$ cat config.mk
export PLATFORM = sky130hd
export DESIGN_NAME = voice_allocator_flat
export DESIGN_NICKNAME = d
export VERILOG_FILES = /design/src/rtl/voice_allocator_if.sv /design/src/rtl/voice_allocator.sv /design/src/flat_wrapper.sv
export SDC_FILE = /design/constraint.sdc
export NUM_CORES = 1
export LEC_CHECK = 0
export CORE_UTILIZATION = 60
export DETAILED_ROUTE_END_ITERATION = 10
export DONT_BUFFER_PORTS = 1
export GPL_ROUTABILITY_DRIVEN = 1
export PLACE_DENSITY_LB_ADDON = 0.08
export SETUP_SLACK_MARGIN = 0.4
export SLEW_MARGIN = 20
export SYNTH_ARGS = -nofsm -noshare
export SYNTH_HDL_FRONTEND = slang
export SYNTH_SLANG_ARGS = --single-unit
$ cat constraint.sdc
create_clock -name Clock -period 4.9 [get_ports Clock]
set_input_delay 0.98 -clock Clock [delete_from_list [all_inputs] [get_ports Clock]]
set_output_delay 0.98 -clock Clock [all_outputs]
set_load 0.01 [all_outputs]
$ cat src/rtl/voice_allocator_if.sv
// Event handshake from the front end and per-voice gate/increment outputs to the WaveGen bank.
interface voice_allocator_if #(
    parameter int NUM_VOICES = 4,
    parameter int NOTE_WIDTH = 7,
    parameter int INCR_WIDTH = 8
);
    logic                             EventValid;
    logic                             EventReady;
    logic                             EventOn;
    logic [NOTE_WIDTH-1:0]            EventNote;
    logic [INCR_WIDTH-1:0]            EventIncr;
    logic [NUM_VOICES-1:0]            GateOpen;
    logic [NUM_VOICES-1:0]            GateClose;
    logic [NUM_VOICES*INCR_WIDTH-1:0] VoiceIncr;
    logic [NUM_VOICES-1:0]            VoiceActive;
    logic                             Overflow;

    modport master (
        output EventValid, EventOn, EventNote, EventIncr,
        input  EventReady, GateOpen, GateClose, VoiceIncr, VoiceActive, Overflow
    );

    modport slave (
        input  EventValid, EventOn, EventNote, EventIncr,
        output EventReady, GateOpen, GateClose, VoiceIncr, VoiceActive, Overflow
    );
endinterface

$ cat src/rtl/voice_allocator.sv
// Polyphonic voice scheduler: scans one voice per cycle, then retriggers, allocates or drops each event.
// Define VOICE_STEAL_EN to steal the oldest voice (close, wait STEAL_GAP, reopen) when all voices are busy.
module voice_allocator #(
    parameter int NUM_VOICES = 4,
    parameter int NOTE_WIDTH = 7,
    parameter int INCR_WIDTH = 8,
    parameter int AGE_WIDTH  = 4,
    parameter int STEAL_GAP  = 2
) (
    input logic             Clock,
    input logic             Reset,
    voice_allocator_if.slave bus
);
    localparam int IW = $clog2(NUM_VOICES);
    localparam logic [IW-1:0] LAST = IW'(NUM_VOICES - 1);
    localparam logic [AGE_WIDTH-1:0] AGE_MAX = '1;

    typedef enum logic [1:0] {
        IDLE,
        SCAN
`ifdef VOICE_STEAL_EN
        , STEAL_WAIT
`endif
    } state_t;

    state_t                 state;
    logic [IW-1:0]          idx;
    logic                   lat_on;
    logic [NOTE_WIDTH-1:0]  lat_note;
    logic [INCR_WIDTH-1:0]  lat_incr;

    logic [NUM_VOICES-1:0]  active;
    logic [NOTE_WIDTH-1:0]  note [NUM_VOICES];
    logic [INCR_WIDTH-1:0]  incr [NUM_VOICES];
    logic [AGE_WIDTH-1:0]   age  [NUM_VOICES];

    logic                   m_found, f_found, o_found;
    logic [IW-1:0]          m_idx, f_idx, o_idx;
    logic                   m_found_n, f_found_n, o_found_n;
    logic [IW-1:0]          m_idx_n, f_idx_n, o_idx_n;

    logic [NUM_VOICES-1:0]  gate_open, gate_close;
    logic                   overflow;
    logic [NUM_VOICES*INCR_WIDTH-1:0] incr_flat;

    logic                   open_en, close_en, ovf_en;
    logic [IW-1:0]          open_idx, close_idx;

`ifdef VOICE_STEAL_EN
    localparam int GW = $clog2(STEAL_GAP + 1);
    logic [IW-1:0]          victim;
    logic [GW-1:0]          gap_cnt;
    logic                   steal_en;
`endif

    function automatic logic [AGE_WIDTH-1:0] bump(input logic [AGE_WIDTH-1:0] a);
        return (a == AGE_MAX) ? a : a + 1'b1;
    endfunction

    // Fold the voice under idx into the running scan results.
    always_comb begin
        m_found_n = m_found;
        m_idx_n   = m_idx;
        f_found_n = f_found;
        f_idx_n   = f_idx;
        o_found_n = o_found;
        o_idx_n   = o_idx;
        if (!m_found && active[idx] && note[idx] == lat_note) begin
            m_found_n = 1'b1;
            m_idx_n   = idx;
        end
        if (!f_found && !active[idx]) begin
            f_found_n = 1'b1;
            f_idx_n   = idx;
        end
        if (active[idx] && (!o_found || age[idx] > age[o_idx])) begin
            o_found_n = 1'b1;
            o_idx_n   = idx;
        end
    end

    always_comb begin
        open_en   = 1'b0;
        open_idx  = m_idx_n;
        close_en  = 1'b0;
        close_idx = m_idx_n;
        ovf_en    = 1'b0;
`ifdef VOICE_STEAL_EN
        steal_en  = 1'b0;
`endif
        if (state == SCAN && idx == LAST) begin
            if (lat_on) begin
                if (m_found_n) begin
                    open_en  = 1'b1;
                    open_idx = m_idx_n;
                end else if (f_found_n) begin
                    open_en  = 1'b1;
                    open_idx = f_idx_n;
                end else begin
                    ovf_en = 1'b1;
`ifdef VOICE_STEAL_EN
                    close_en  = 1'b1;
                    close_idx = o_idx_n;
                    steal_en  = 1'b1;
`endif
                end
            end else if (m_found_n) begin
                close_en  = 1'b1;
                close_idx = m_idx_n;
            end
        end
`ifdef VOICE_STEAL_EN
        if (state == STEAL_WAIT && gap_cnt == '0) begin
            open_en  = 1'b1;
            open_idx = victim;
        end
`endif
    end

    always_ff @(posedge Clock or posedge Reset) begin
        if (Reset) begin
            state      <= IDLE;
            idx        <= '0;
            lat_on     <= 1'b0;
            lat_note   <= '0;
            lat_incr   <= '0;
            m_found    <= 1'b0;
            f_found    <= 1'b0;
            o_found    <= 1'b0;
            m_idx      <= '0;
            f_idx      <= '0;
            o_idx      <= '0;
            active     <= '0;
            gate_open  <= '0;
            gate_close <= '0;
            overflow   <= 1'b0;
            for (int v = 0; v < NUM_VOICES; v++) begin
                note[v] <= '0;
                incr[v] <= '0;
                age[v]  <= '0;
            end
`ifdef VOICE_STEAL_EN
            victim  <= '0;
            gap_cnt <= '0;
`endif
        end else begin
            gate_open  <= '0;
            gate_close <= '0;
            overflow   <= ovf_en;
            case (state)
                IDLE: begin
                    if (bus.EventValid) begin
                        lat_on   <= bus.EventOn;
                        lat_note <= bus.EventNote;
                        lat_incr <= bus.EventIncr;
                        idx      <= '0;
                        m_found  <= 1'b0;
                        f_found  <= 1'b0;
                        o_found  <= 1'b0;
                        state    <= SCAN;
                    end
                end
                SCAN: begin
                    m_found <= m_found_n;
                    m_idx   <= m_idx_n;
                    f_found <= f_found_n;
                    f_idx   <= f_idx_n;
                    o_found <= o_found_n;
                    o_idx   <= o_idx_n;
                    if (idx == LAST) begin
                        state <= IDLE;
`ifdef VOICE_STEAL_EN
                        if (steal_en) begin
                            victim  <= o_idx_n;
                            gap_cnt <= GW'(STEAL_GAP - 1);
                            state   <= STEAL_WAIT;
                        end
`endif
                    end else begin
                        idx <= idx + 1'b1;
                    end
                end
`ifdef VOICE_STEAL_EN
                STEAL_WAIT: begin
                    if (gap_cnt == '0) state <= IDLE;
                    else gap_cnt <= gap_cnt - 1'b1;
                end
`endif
                default: state <= IDLE;
            endcase

            // Every note-on placement ages all other sounding voices.
            if (open_en) begin
                for (int v = 0; v < NUM_VOICES; v++) begin
                    if (active[v] && IW'(v) != open_idx) age[v] <= bump(age[v]);
                end
                age[open_idx]       <= '0;
                active[open_idx]    <= 1'b1;
                note[open_idx]      <= lat_note;
                incr[open_idx]      <= lat_incr;
                gate_open[open_idx] <= 1'b1;
            end
            if (close_en) begin
                active[close_idx]     <= 1'b0;
                gate_close[close_idx] <= 1'b1;
            end
        end
    end

    always_comb begin
        incr_flat = '0;
        for (int v = 0; v < NUM_VOICES; v++) incr_flat[v*INCR_WIDTH +: INCR_WIDTH] = incr[v];
    end

    assign bus.EventReady  = (state == IDLE);
    assign bus.GateOpen    = gate_open;
    assign bus.GateClose   = gate_close;
    assign bus.VoiceIncr   = incr_flat;
    assign bus.VoiceActive = active;
    assign bus.Overflow    = overflow;
endmodule

$ cat src/flat_wrapper.sv
// flat-port wrapper written by rule: the top's interface ports become plain ports
module voice_allocator_flat 
#(
    parameter int NUM_VOICES = 4,
    parameter int NOTE_WIDTH = 7,
    parameter int INCR_WIDTH = 8,
    parameter int AGE_WIDTH  = 4,
    parameter int STEAL_GAP  = 2
)
  (Clock, Reset, bus_EventValid, bus_EventOn, bus_EventNote, bus_EventIncr, bus_EventReady, bus_GateOpen, bus_GateClose, bus_VoiceIncr, bus_VoiceActive, bus_Overflow);
  voice_allocator_if #(.NUM_VOICES(NUM_VOICES), .NOTE_WIDTH(NOTE_WIDTH), .INCR_WIDTH(INCR_WIDTH)) bus_i ();
  input logic Clock;
  input logic Reset;
  input wire logic [$bits(bus_i.EventValid)-1:0] bus_EventValid;
  input wire logic [$bits(bus_i.EventOn)-1:0] bus_EventOn;
  input wire logic [$bits(bus_i.EventNote)-1:0] bus_EventNote;
  input wire logic [$bits(bus_i.EventIncr)-1:0] bus_EventIncr;
  output wire logic [$bits(bus_i.EventReady)-1:0] bus_EventReady;
  output wire logic [$bits(bus_i.GateOpen)-1:0] bus_GateOpen;
  output wire logic [$bits(bus_i.GateClose)-1:0] bus_GateClose;
  output wire logic [$bits(bus_i.VoiceIncr)-1:0] bus_VoiceIncr;
  output wire logic [$bits(bus_i.VoiceActive)-1:0] bus_VoiceActive;
  output wire logic [$bits(bus_i.Overflow)-1:0] bus_Overflow;
  assign bus_i.EventValid = bus_EventValid;
  assign bus_i.EventOn = bus_EventOn;
  assign bus_i.EventNote = bus_EventNote;
  assign bus_i.EventIncr = bus_EventIncr;
  assign bus_EventReady = bus_i.EventReady;
  assign bus_GateOpen = bus_i.GateOpen;
  assign bus_GateClose = bus_i.GateClose;
  assign bus_VoiceIncr = bus_i.VoiceIncr;
  assign bus_VoiceActive = bus_i.VoiceActive;
  assign bus_Overflow = bus_i.Overflow;
  voice_allocator #(.NUM_VOICES(NUM_VOICES), .NOTE_WIDTH(NOTE_WIDTH), .INCR_WIDTH(INCR_WIDTH), .AGE_WIDTH(AGE_WIDTH), .STEAL_GAP(STEAL_GAP)) u_core (.Clock(Clock), .Reset(Reset), .bus(bus_i));
endmodule
==> results of run 1 <==
## sequential cells by signal, summed over array words and instances (netlist names)
signal / count
u_core.bus.GateClose: 4
u_core.bus.GateOpen: 4
u_core.bus.Overflow: 1
u_core.bus.VoiceActive: 4
u_core.bus.VoiceIncr: 32
u_core.f_found: 1
u_core.f_idx: 2
u_core.idx: 2
u_core.lat_incr: 8
u_core.lat_note: 7
u_core.lat_on: 1
u_core.m_found: 1
u_core.m_idx: 2
u_core.note: 28
u_core.state: 1
## metal layers
metal  part of all wire  track usage
met4             0.0078       0.0818
met2               0.48        0.349
met3              0.049       0.0521
met5                  0            0
met1               0.46        0.325
## logic make-up after synthesis
family	Yosys count
mux	98
flops	98
fa+ha+maj	1
buf+inv	27
compound gates	25
simple gates	45
xor+xnor	13
## final cells by class
cell class	instances	share of cell area
Clock inverter	3	0.0101
Sequential cell	98	0.533
Inverter	11	0.00953
Clock buffer	13	0.0367
Multi-Input combinational cell	182	0.378
Timing Repair Buffer	4	0.00653
Tap cell	96	0.0261
## placed cells by master, fill, tap and decap left out, types with 2 or more instances in the layout
cell type / n
dfrtp_1: 98
mux2_2: 54
mux2_1: 19
nand2_1: 12
clkbuf_8: 12
xor2_1: 11
inv_1: 10
mux2i_1: 10
nor2_1: 8
mux2_4: 8
o21ai_0: 6
a21oi_1: 4
nand4_1: 4
buf_4: 4
and2_1: 3
a31o_2: 3
nand3_1: 3
mux4_2: 3
mux2i_2: 3
nor3b_1: 3
nor3_1: 3
nor2b_1: 2
or2_2: 2
xnor2_1: 2
o22ai_1: 2
## critical path, cell delays in order, from the launching register on
cell	delay, ps
dfrtp_1	1060
mux4_2	620
xnor2_1	170
nand4_1	160
a2111oi_4	750
mux2i_4	790
mux2_2	420
## power by group
part | switching, µW | leakage [µW] | internal, µW
Clock | 263 | 0.000106 | 279
Sequential | 335 | 0.00129 | 1060
Combinational | 291 | 0.000806 | 390
## through the flow
stage                     area (µm²)   util  std cells  setup WS (ps)  hold slack (ps)
after floorplan                 4330      -        307           1360              459
after CTS                       4600  0.669        407            797              505
after detailed placement        4380  0.638        391            815              486
after global placement          4380  0.638        391            891              479
final                           4600  0.669        407            792              506
after global routing            4600  0.669        407            544              528
## worst min-delay path by stage
stage	from	to	slack, ps	depth (start not counted)
4_1_cts	u_core.note[6]$_DFFE_PP0P_	u_core.note[6]$_DFFE_PP0P_	510	1
3_5_place_dp	u_core.note[6]$_DFFE_PP0P_	u_core.note[6]$_DFFE_PP0P_	490	1
5_1_grt	u_core.f_idx[0]$_DFFE_PP0P_	u_core.f_idx[0]$_DFFE_PP0P_	530	1
3_3_place_gp	u_core.note[6]$_DFFE_PP0P_	u_core.note[6]$_DFFE_PP0P_	480	1
2_1_floorplan	u_core.note[0]$_DFFE_PP0P_	u_core.note[0]$_DFFE_PP0P_	460	1
6_report	u_core.note[6]$_DFFE_PP0P_	u_core.note[6]$_DFFE_PP0P_	510	1
==> results.toml, run 1 <==
[critical_path]
timing.critical_path.arrival_ps = 4340
critical_path.startpoint_type = "register"
timing.critical_path.to_type = "register"
crit_path_max_fanout = 25
capture_point_of_the_worst_reg_to_reg_path = "u_core.note[17]$_DFFE_PP0P_"
regToRegStartpoint = "u_core.idx[0]$_DFFE_PP0P_"
critPathLaunch = "u_core.idx[0]$_DFFE_PP0P_"
crit_required_ps = 5130
worst_setup_path_endpoint = "u_core.note[17]$_DFFE_PP0P_"
crit_path_class = "register to register"
setup.reg_to_reg.worst_slack_ps = 790
reg2reg_depth = 6

[yosys]
share_of_cell_area_taken_by_muxes_after_synthesis = 0.270
mappedNetlistArea_mm2 = 0.00433
synth_edf_count = 0
post_synth_fa_ha_maj_area_fraction = 0.00289
asyncSetResetFlopFracSynth = 1.00
synth-xor-area-share = 0.0263
synth_compound_gate_area_share = 0.0469
yosys_register_bits = 98
most_used_standard_cell_by_instance_count_after_synthesis = "dfrtp_1"
synth_top_family_by_area = "multiplexers"
synth_fp_nets = 327
synth_largest_type_area_fraction = 0.567
netlist_instances = 307
synth_simple_gate_area_share = 0.0532
synth_commonest_cells = "98 x dfrtp_1, 54 x mux2_2, 19 x mux2_1"
synth_area_leaders = "dfrtp_1 57%, mux2_2 14%, mux2_1 4.9%"
share_of_the_yosys_chip_area_belonging_to_registers = 0.567
synth-warning-count = 0
synth_largest_area_cell = "dfrtp_1"
postSynth.topFlopCell = "dfrtp_1"
synth.avg_cell_area_um2 = 14.1
library_cells_used_by_synthesis = 44

[clock_tree]
cts.clk_slew.worst_paths_ps = 90
cts_htree_levels = 3
clock-root-buffer = "clkbuf_8"
cts_setup_buffers = 0
clockBufferDepth = 2
tritoncts = "yes"
count_of_hold_fix_buffers_inserted_at_cts = 0
worst_skew_pair.late_latency_ps = 350
clock_sinks = 98
numCtsBuffers = 9
cts.repair.resized = 0

[floorplan]
ioPinCount = 65
fp.coreArea_mm2 = 0.00687
die_w_um = 86.9
floorplan.initialDensity = 0.630
floorplan.die.height_um = 86.9
floorplan.die_area_mm2 = 0.00755
number_of_standard_cell_rows_in_the_floorplan = 30

[timing]
timing.setup.tns_ps = 0
timing.slew.headroom = 0.284
clock_skew_ps = 10.8
final.period_utilization = 0.838
slew_viol_final = 0
setup_viol = 0
hold_viol = 0
clock.fmax_mhz = 243
worst-slew-pin-transition_ps = 1070
grt_setup_unrepaired = "false"
period_needed_ps = 4110

[route]
drt.antenna.violating_nets = 0
first_pass_iters = 4
drt_wl_total_mm = 7.77
detailroute.via_count = 2369
iter_0_drt_violations = 106
route.detailed.wl_per_inst_um = 19.1
post-route-drc-count = 0
vias_per_cell = 5.82

[pwr]
p_leak_uw = 0.00220
power_density_normalized_to_cell_area_mw_per_mm2 = 570
irDropWorstVdd_uv = 373
total_chip_power_uw = 2620

[place]
final_weighted_congestion_of_routability_driven_global_placement = 0.822
io_buffers = 0
dp_hpwl_mm = 5.12

[cells_and_area]
antennaDiodeCount = 0
seq_area_mm2 = 0.00245
area_growth_syn_to_layout_pct = 6.28
final_net_count = 326
fillers = 513
share_of_post_route_cells_with_drive_strength_above_1 = 0.315
multiInputGateArea_mm2 = 0.00174

[grt]
number_of_global_route_vias_before_repair = 2438
grt_overflow_total = 0
gr-usage-all-layers = 0.229
grt_start_max_net_pins = 66
grt_antenna_before_repair = 0
grt_first_pass_wirelength_mm = 12.8

[run]
max_cap_viol_count = 0

[outcome]
run_status = "finished, final reports clean"

[hold_path]
hold_path.class = "register to register"
Power figures use the tool's default switching activity.
==> inputs of run 2 (changes only) <==
--- a/config.mk
+++ b/config.mk
@@ -5,7 +5,7 @@
 export SDC_FILE = /design/constraint.sdc
 export NUM_CORES = 1
 export LEC_CHECK = 0
-export CORE_UTILIZATION = 60
+export CORE_UTILIZATION = 57
 export DETAILED_ROUTE_END_ITERATION = 10
 export DONT_BUFFER_PORTS = 1
 export GPL_ROUTABILITY_DRIVEN = 1
==> constraint.sdc (replaced) <==
create_clock -name Clock -period 3.32 [get_ports Clock]
set_input_delay 0.664 -clock Clock [delete_from_list [all_inputs] [get_ports Clock]]
set_output_delay 0.664 -clock Clock [all_outputs]
set_load 0.01 [all_outputs]
==> run 2 against run 1 <==
  * Global-route usage rose by 0.18 points
  * Die area rose by 5.1%
  * Setup slack got worse by 270 ps
  * Non-clock buffer count rose by 19
  * Largest power group unchanged
  * Highest routed layer unchanged
==> results.toml, run 2 (synthesis results as in run 1) <==
[critical_path]
crit_required_ps = 3550
crit_path_class = "register to register"
timing.critical_path.to_type = "register"
reg2reg_depth = 8
critical_path.startpoint_type = "register"
regToRegStartpoint = "u_core.idx[0]$_DFFE_PP0P_"
crit_path_max_fanout = 11
timing.critical_path.arrival_ps = 3030
capture_point_of_the_worst_reg_to_reg_path = "u_core.note[4]$_DFFE_PP0P_"
setup.reg_to_reg.worst_slack_ps = 530

[timing]
grt_setup_unrepaired = "true"
setup_viol = 0
timing.setup.tns_ps = 0
hold_viol = 0
clock_skew_ps = 14.6
timing.slew.headroom = 0.485
clock.fmax_mhz = 358
hold_slack_ps = 309
postLayoutSetupSlackWorst_ps = 525
final.period_utilization = 0.842
period_needed_ps = 2790
worst-slew-pin-transition_ps = 772
slew_viol_final = 0

[cells_and_area]
layout_commonest_cell = "dfrtp_1"
finish.instance_area_mm2 = 0.00487
area_growth_syn_to_layout_pct = 12.6
mostFrequentLayoutCells = "96 x dfrtp_1, 54 x mux2_2, 19 x mux2_1, 14 x buf_4, 12 x nand2_1"
fillers = 556
final_net_count = 345
antennaDiodeCount = 0
share_of_post_route_cells_with_drive_strength_above_1 = 0.373
largest_register_ff_count = 32

[clock_tree]
cts_htree_levels = 3
tritoncts = "yes"
worst_skew_pair.late_latency_ps = 350
clock-root-buffer = "clkbuf_8"
clock_sinks = 98
clockBufferDepth = 2
numCtsBuffers = 9
cts.clk_slew.worst_paths_ps = 90

[pwr]
p_leak_uw = 0.00232
total_chip_power_uw = 4110
irDropWorstVdd_uv = 403
power_density_normalized_to_cell_area_mw_per_mm2 = 843

[floorplan]
floorplan.initialDensity = 0.593
number_of_standard_cell_rows_in_the_floorplan = 31
floorplan.die_area_mm2 = 0.00794
floorplan.die.height_um = 89.1
fp.coreArea_mm2 = 0.00729
die_w_um = 89.1
ioPinCount = 65

[grt]
grt_overflow_total = 0
gr-usage-all-layers = 0.231
grt_start_max_net_pins = 46
number_of_global_route_vias_before_repair = 2615
grt_first_pass_wirelength_mm = 13.4
grt_antenna_before_repair = 0

[route]
post-route-drc-count = 0
wl_met1_mm = 3.67
route.detailed.wl_per_inst_um = 19.6
drt.antenna.violating_nets = 0
wl_met3_um = 549
detailroute.via_count = 2518
first_pass_iters = 4
detailroute.wirelength.met2_mm = 4.06
vias_per_cell = 5.87
iter_0_drt_violations = 95
topRoutingLayerUsed = "met4"
drt_wl_total_mm = 8.39

[place]
final_weighted_congestion_of_routability_driven_global_placement = 0.867
area_after_detailed_placement_mm2 = 0.00449
place_ws_ps = 165
io_buffers = 0
dp_hpwl_mm = 5.64

[run]
max_cap_viol_count = 0

[outcome]
run_status = "finished, final reports clean"

[hold_path]
hold_path.class = "input port to asynchronous set/reset pin"
==> run 2: cell types whose count changed in the layout (fill, tap and decap cells not counted), sizes merged <==
| cell | change |
|---|---|
| buf | +19 |
| bufinv | +2 |
| inv | +1 |
| clkinv | -1 |
| clkbuf | -2 |
==> run 2: what timing repair did <==
| item | in CTS | in global routing |
|---|---|---|
| setup endpoints to repair | 61 | 57 |
| buffers inserted | 5 | 2 |
| pin swaps | 1 | 4 |
| hold buffers | 0 | 0 |
| resized for setup | 3 | 20 |
| gates cloned | 0 | 2 |
==> run 2: worst max-delay path by stage <==
stage / depth (start not counted) / endpoint / startpoint
after floorplan: 10 / u_core.bus.VoiceIncr[16]$_DFFE_PP0P_ / u_core.idx[0]$_DFFE_PP0P_
after global placement: 9 / u_core.note[2]$_DFFE_PP0P_ / u_core.idx[0]$_DFFE_PP0P_
after detailed placement: 9 / u_core.note[24]$_DFFE_PP0P_ / u_core.idx[0]$_DFFE_PP0P_
after CTS: 9 / u_core.note[9]$_DFFE_PP0P_ / u_core.idx[0]$_DFFE_PP0P_
after global routing: 9 / u_core.bus.VoiceIncr[29]$_DFFE_PP0P_ / u_core.idx[0]$_DFFE_PP0P_
final: 8 / u_core.note[4]$_DFFE_PP0P_ / u_core.idx[0]$_DFFE_PP0P_
==> run 2: metrics by stage <==
step	cells	utilization
floorplan	307	-
global placement	404	0.615
detailed placement	404	0.615
CTS	425	0.654
global route	429	0.668
finish	429	0.668
==> run 2: area by class of cell <==
| type | count | area (µm²) | area share |
|---|---|---|---|
| clock buffers | 11 | 131 | 0.0270 |
| inverters | 11 | 45.0 | 0.00924 |
| well taps | 99 | 124 | 0.0254 |
| clock inverters | 5 | 108 | 0.0221 |
| repair buffers | 23 | 224 | 0.0460 |
| multi-input cells | 182 | 1790 | 0.366 |
| flip-flops and latches | 98 | 2450 | 0.504 |
==> run 2: where the power goes <==
group          internal, µW  switching (µW)  leakage (µW)  total (µW)
logic                   658             510      0.000918        1170
clock network           507             395      0.000119         902
registers              1570             464       0.00128        2040
==> run 2: routing by layer <==
metal | up-vias | global-route usage
met3 | 12 | 0.0711
met5 | - | 0
li1 | 1122 | -
met2 | 88 | 0.366
met1 | 1296 | 0.309
met4 | 0 | 0.0693
==> run 2: worst max-delay path, cell delays in order (launching register included) <==
cell	delay, ps
dfrtp_2	440
buf_4	210
mux2_1	390
or2_2	320
o311a_1	370
nor3_2	250
mux2i_4	120
inv_1	200
mux2_2	370
==> inputs of run 3 (changes only) <==
--- a/config.mk
+++ b/config.mk
@@ -5,7 +5,7 @@
 export SDC_FILE = /design/constraint.sdc
 export NUM_CORES = 1
 export LEC_CHECK = 0
-export CORE_UTILIZATION = 57
+export CORE_UTILIZATION = 60
 export DETAILED_ROUTE_END_ITERATION = 10
 export DONT_BUFFER_PORTS = 1
 export GPL_ROUTABILITY_DRIVEN = 1
==> constraint.sdc (replaced) <==
create_clock -name Clock -period 2.9 [get_ports Clock]
set_input_delay 0.58 -clock Clock [delete_from_list [all_inputs] [get_ports Clock]]
set_output_delay 0.58 -clock Clock [all_outputs]
set_load 0.01 [all_outputs]
==> run 3 against run 2 <==
  * Clock skew about the same
  * Largest cell class unchanged
  * First-iteration DRC count up 15%
  * Critical endpoint is now u_core.note[20]$_DFFE_PP0P_
  * Fmax down 0.66%
  * Cell count up 0.70%
  * Global-route usage up 0.94 points
  * Via count down 0.95%
  * Core utilization up 7.2 points
  * Highest routed layer unchanged
  * Routed wire length up 0.25%
  * Die area down 4.9%
  * Sequential share of layout area down 2.1 points
  * Sequential power up 14%
==> results.toml, run 3 (synthesis results as in run 1) <==
[cells_and_area]
share_of_post_route_cells_with_drive_strength_above_1 = 0.455
layout_commonest_cell = "dfrtp_1"
final_standard_cell_count_with_taps_included_and_fillers_excluded = 432
fillers = 440
area_growth_syn_to_layout_pct = 17.5
fin_util = 0.740
mostFrequentLayoutCells = "97 x dfrtp_1, 42 x mux2_2, 38 x mux2_4, 13 x buf_4, 11 x xor2_1"
antennaDiodeCount = 0
largest_register_ff_count = 32
final_net_count = 351

[route]
detailroute.via_count = 2494
first_pass_iters = 4
drt_wl_total_mm = 8.41
vias_per_cell = 5.77
route.detailed.wl_per_inst_um = 19.5
post-route-drc-count = 0
drt.antenna.violating_nets = 0
iter_0_drt_violations = 109

[grt]
gr-usage-all-layers = 0.240
number_of_global_route_vias_before_repair = 2613
grt_first_pass_wirelength_mm = 13.6
grt_overflow_total = 0
grt_antenna_before_repair = 0
grt_start_max_net_pins = 99

[timing]
worst-slew-pin-transition_ps = 595
grt_setup_unrepaired = "true"
postLayoutSetupSlackWorst_ps = 86.5
final.period_utilization = 0.970
period_needed_ps = 2810
setup_viol = 0
timing.slew.headroom = 0.602
slew_viol_final = 0
clock.fmax_mhz = 355
hold_viol = 0
clock_skew_ps = 14.7
timing.setup.tns_ps = 0

[clock_tree]
tritoncts = "yes"
numCtsBuffers = 9
worst_skew_pair.late_latency_ps = 370
cts.clk_slew.worst_paths_ps = 90
clockBufferDepth = 2
clock-root-buffer = "clkbuf_8"
cts_htree_levels = 3
clock_sinks = 98
count_of_hold_fix_buffers_inserted_at_cts = 0

[floorplan]
number_of_standard_cell_rows_in_the_floorplan = 30
floorplan.die.height_um = 86.9
die_w_um = 86.9
floorplan.die_area_mm2 = 0.00755
fp.coreArea_mm2 = 0.00687
floorplan.initialDensity = 0.630
ioPinCount = 65

[critical_path]
timing.critical_path.slowest_stage_cell = "dfrtp_2"
worst_path_most_repeated_cell = "buf_12"
setup.reg_to_reg.worst_slack_ps = 90
critical_path.max_stage_delay_ps = 500
crit_path_max_fanout = 14
worstPathBufferInverterCount = 3
family_of_cells_with_the_greatest_summed_delay_on_the_critical_path = "multiplexers"
critical_path.startpoint_type = "register"
critical_path.cell_chain = "buf_12 > mux2i_2 > xor2_1 > nand4_1 > a2111oi_4 > buf_6 > mux2i_4 > buf_12 > mux2_2"
timing.critical_path.arrival_ps = 3060
crit_required_ps = 3150
timing.critical_path.to_type = "register"
crit_path_class = "register to register"

[pwr]
comb_power_share = 0.314
sequentialPowerShare = 0.497
p_leak_uw = 0.00244
power.net_switching_uw = 1640
irDropWorstVdd_uv = 512
internal_power_uw = 3050
p_sw_frac = 0.349
power_density_normalized_to_cell_area_mw_per_mm2 = 922
portion_of_total_power_attributed_to_the_clock_network = 0.189

[hold_path]
hold_path.class = "input port to asynchronous set/reset pin"

[run]
max_cap_viol_count = 0

[place]
dp_hpwl_mm = 5.33
io_buffers = 0
final_weighted_congestion_of_routability_driven_global_placement = 0.869
dpl.cell_count = 409
place_ws_ps = -35.3

[outcome]
run_status = "finished, final reports clean"
==> run 3: changes by cell type in the layout (fill, tap and decap cells not counted), moves of 3 or more <==
| cell | change |
|---|---|
| buf_12 | +3 |
| mux2_1 | -18 |
| mux2_2 | -12 |
| mux2_4 | +30 |
==> run 3: metal layers <==
layer	GRT usage	wire length (µm)	up-vias
li1	-	-	1135
met1	0.329	3820	1289
met2	0.374	4110	63
met3	0.0569	419	7
met4	0.0924	65	0
met5	0	0	-
==> run 3: layout make-up <==
type	instances	area [µm²]	share of cell area
repair buffers	29	329	0.0647
inverters	11	57.6	0.0113
clock buffers	9	124	0.0244
flip-flops and latches	98	2450	0.483
well taps	96	120	0.0236
multi-input cells	182	1920	0.378
clock inverters	7	76.3	0.0150
==> run 3: worst paths after layout <==
path / depth (start not counted) / startpoint / to
min: 2 / Reset / u_core.bus.VoiceIncr[23]$_DFFE_PP0P_
max: 9 / u_core.idx[0]$_DFFE_PP0P_ / u_core.note[20]$_DFFE_PP0P_
max in group asynchronous: 2 / Reset / u_core.idx[0]$_DFFE_PP0P_
max reg2reg: 9 / u_core.idx[0]$_DFFE_PP0P_ / u_core.note[20]$_DFFE_PP0P_
min reg2reg: 1 / u_core.note[21]$_DFFE_PP0P_ / u_core.note[21]$_DFFE_PP0P_
min in group Clock: 1 / bus_EventValid / u_core.m_found$_DFFE_PP0P_
==> run 3: repair_timing <==
| action | in CTS | in global routing |
|---|---|---|
| pin swaps | 2 | 3 |
| setup buffers | 2 | 5 |
| gates resized for setup | 27 | 37 |
| setup endpoints to repair | 70 | 70 |
==> run 3: power by group through the flow <==
stage | clock, µW | sequential [µW] | combinational (µW)
2_1_floorplan | 0 | 2120 | 1160
3_3_place_gp | 0 | 2310 | 1320
3_5_place_dp | 0 | 2330 | 1350
4_1_cts | 905 | 2320 | 1380
5_1_grt | 960 | 2400 | 1600
6_report | 886 | 2330 | 1470
==> run 3: through the flow <==
| stage | hold slack, ps | power [µW] | instance area [µm²] |
|---|---|---|---|
| 2_1_floorplan | 459 | 3280 | 4360 |
| 3_3_place_gp | 481 | 3630 | 4590 |
| 3_5_place_dp | 495 | 3680 | 4590 |
| 4_1_cts | 237 | 4600 | 4910 |
| 5_1_grt | 265 | 4960 | 5080 |
| 6_report | 206 | 4690 | 5080 |
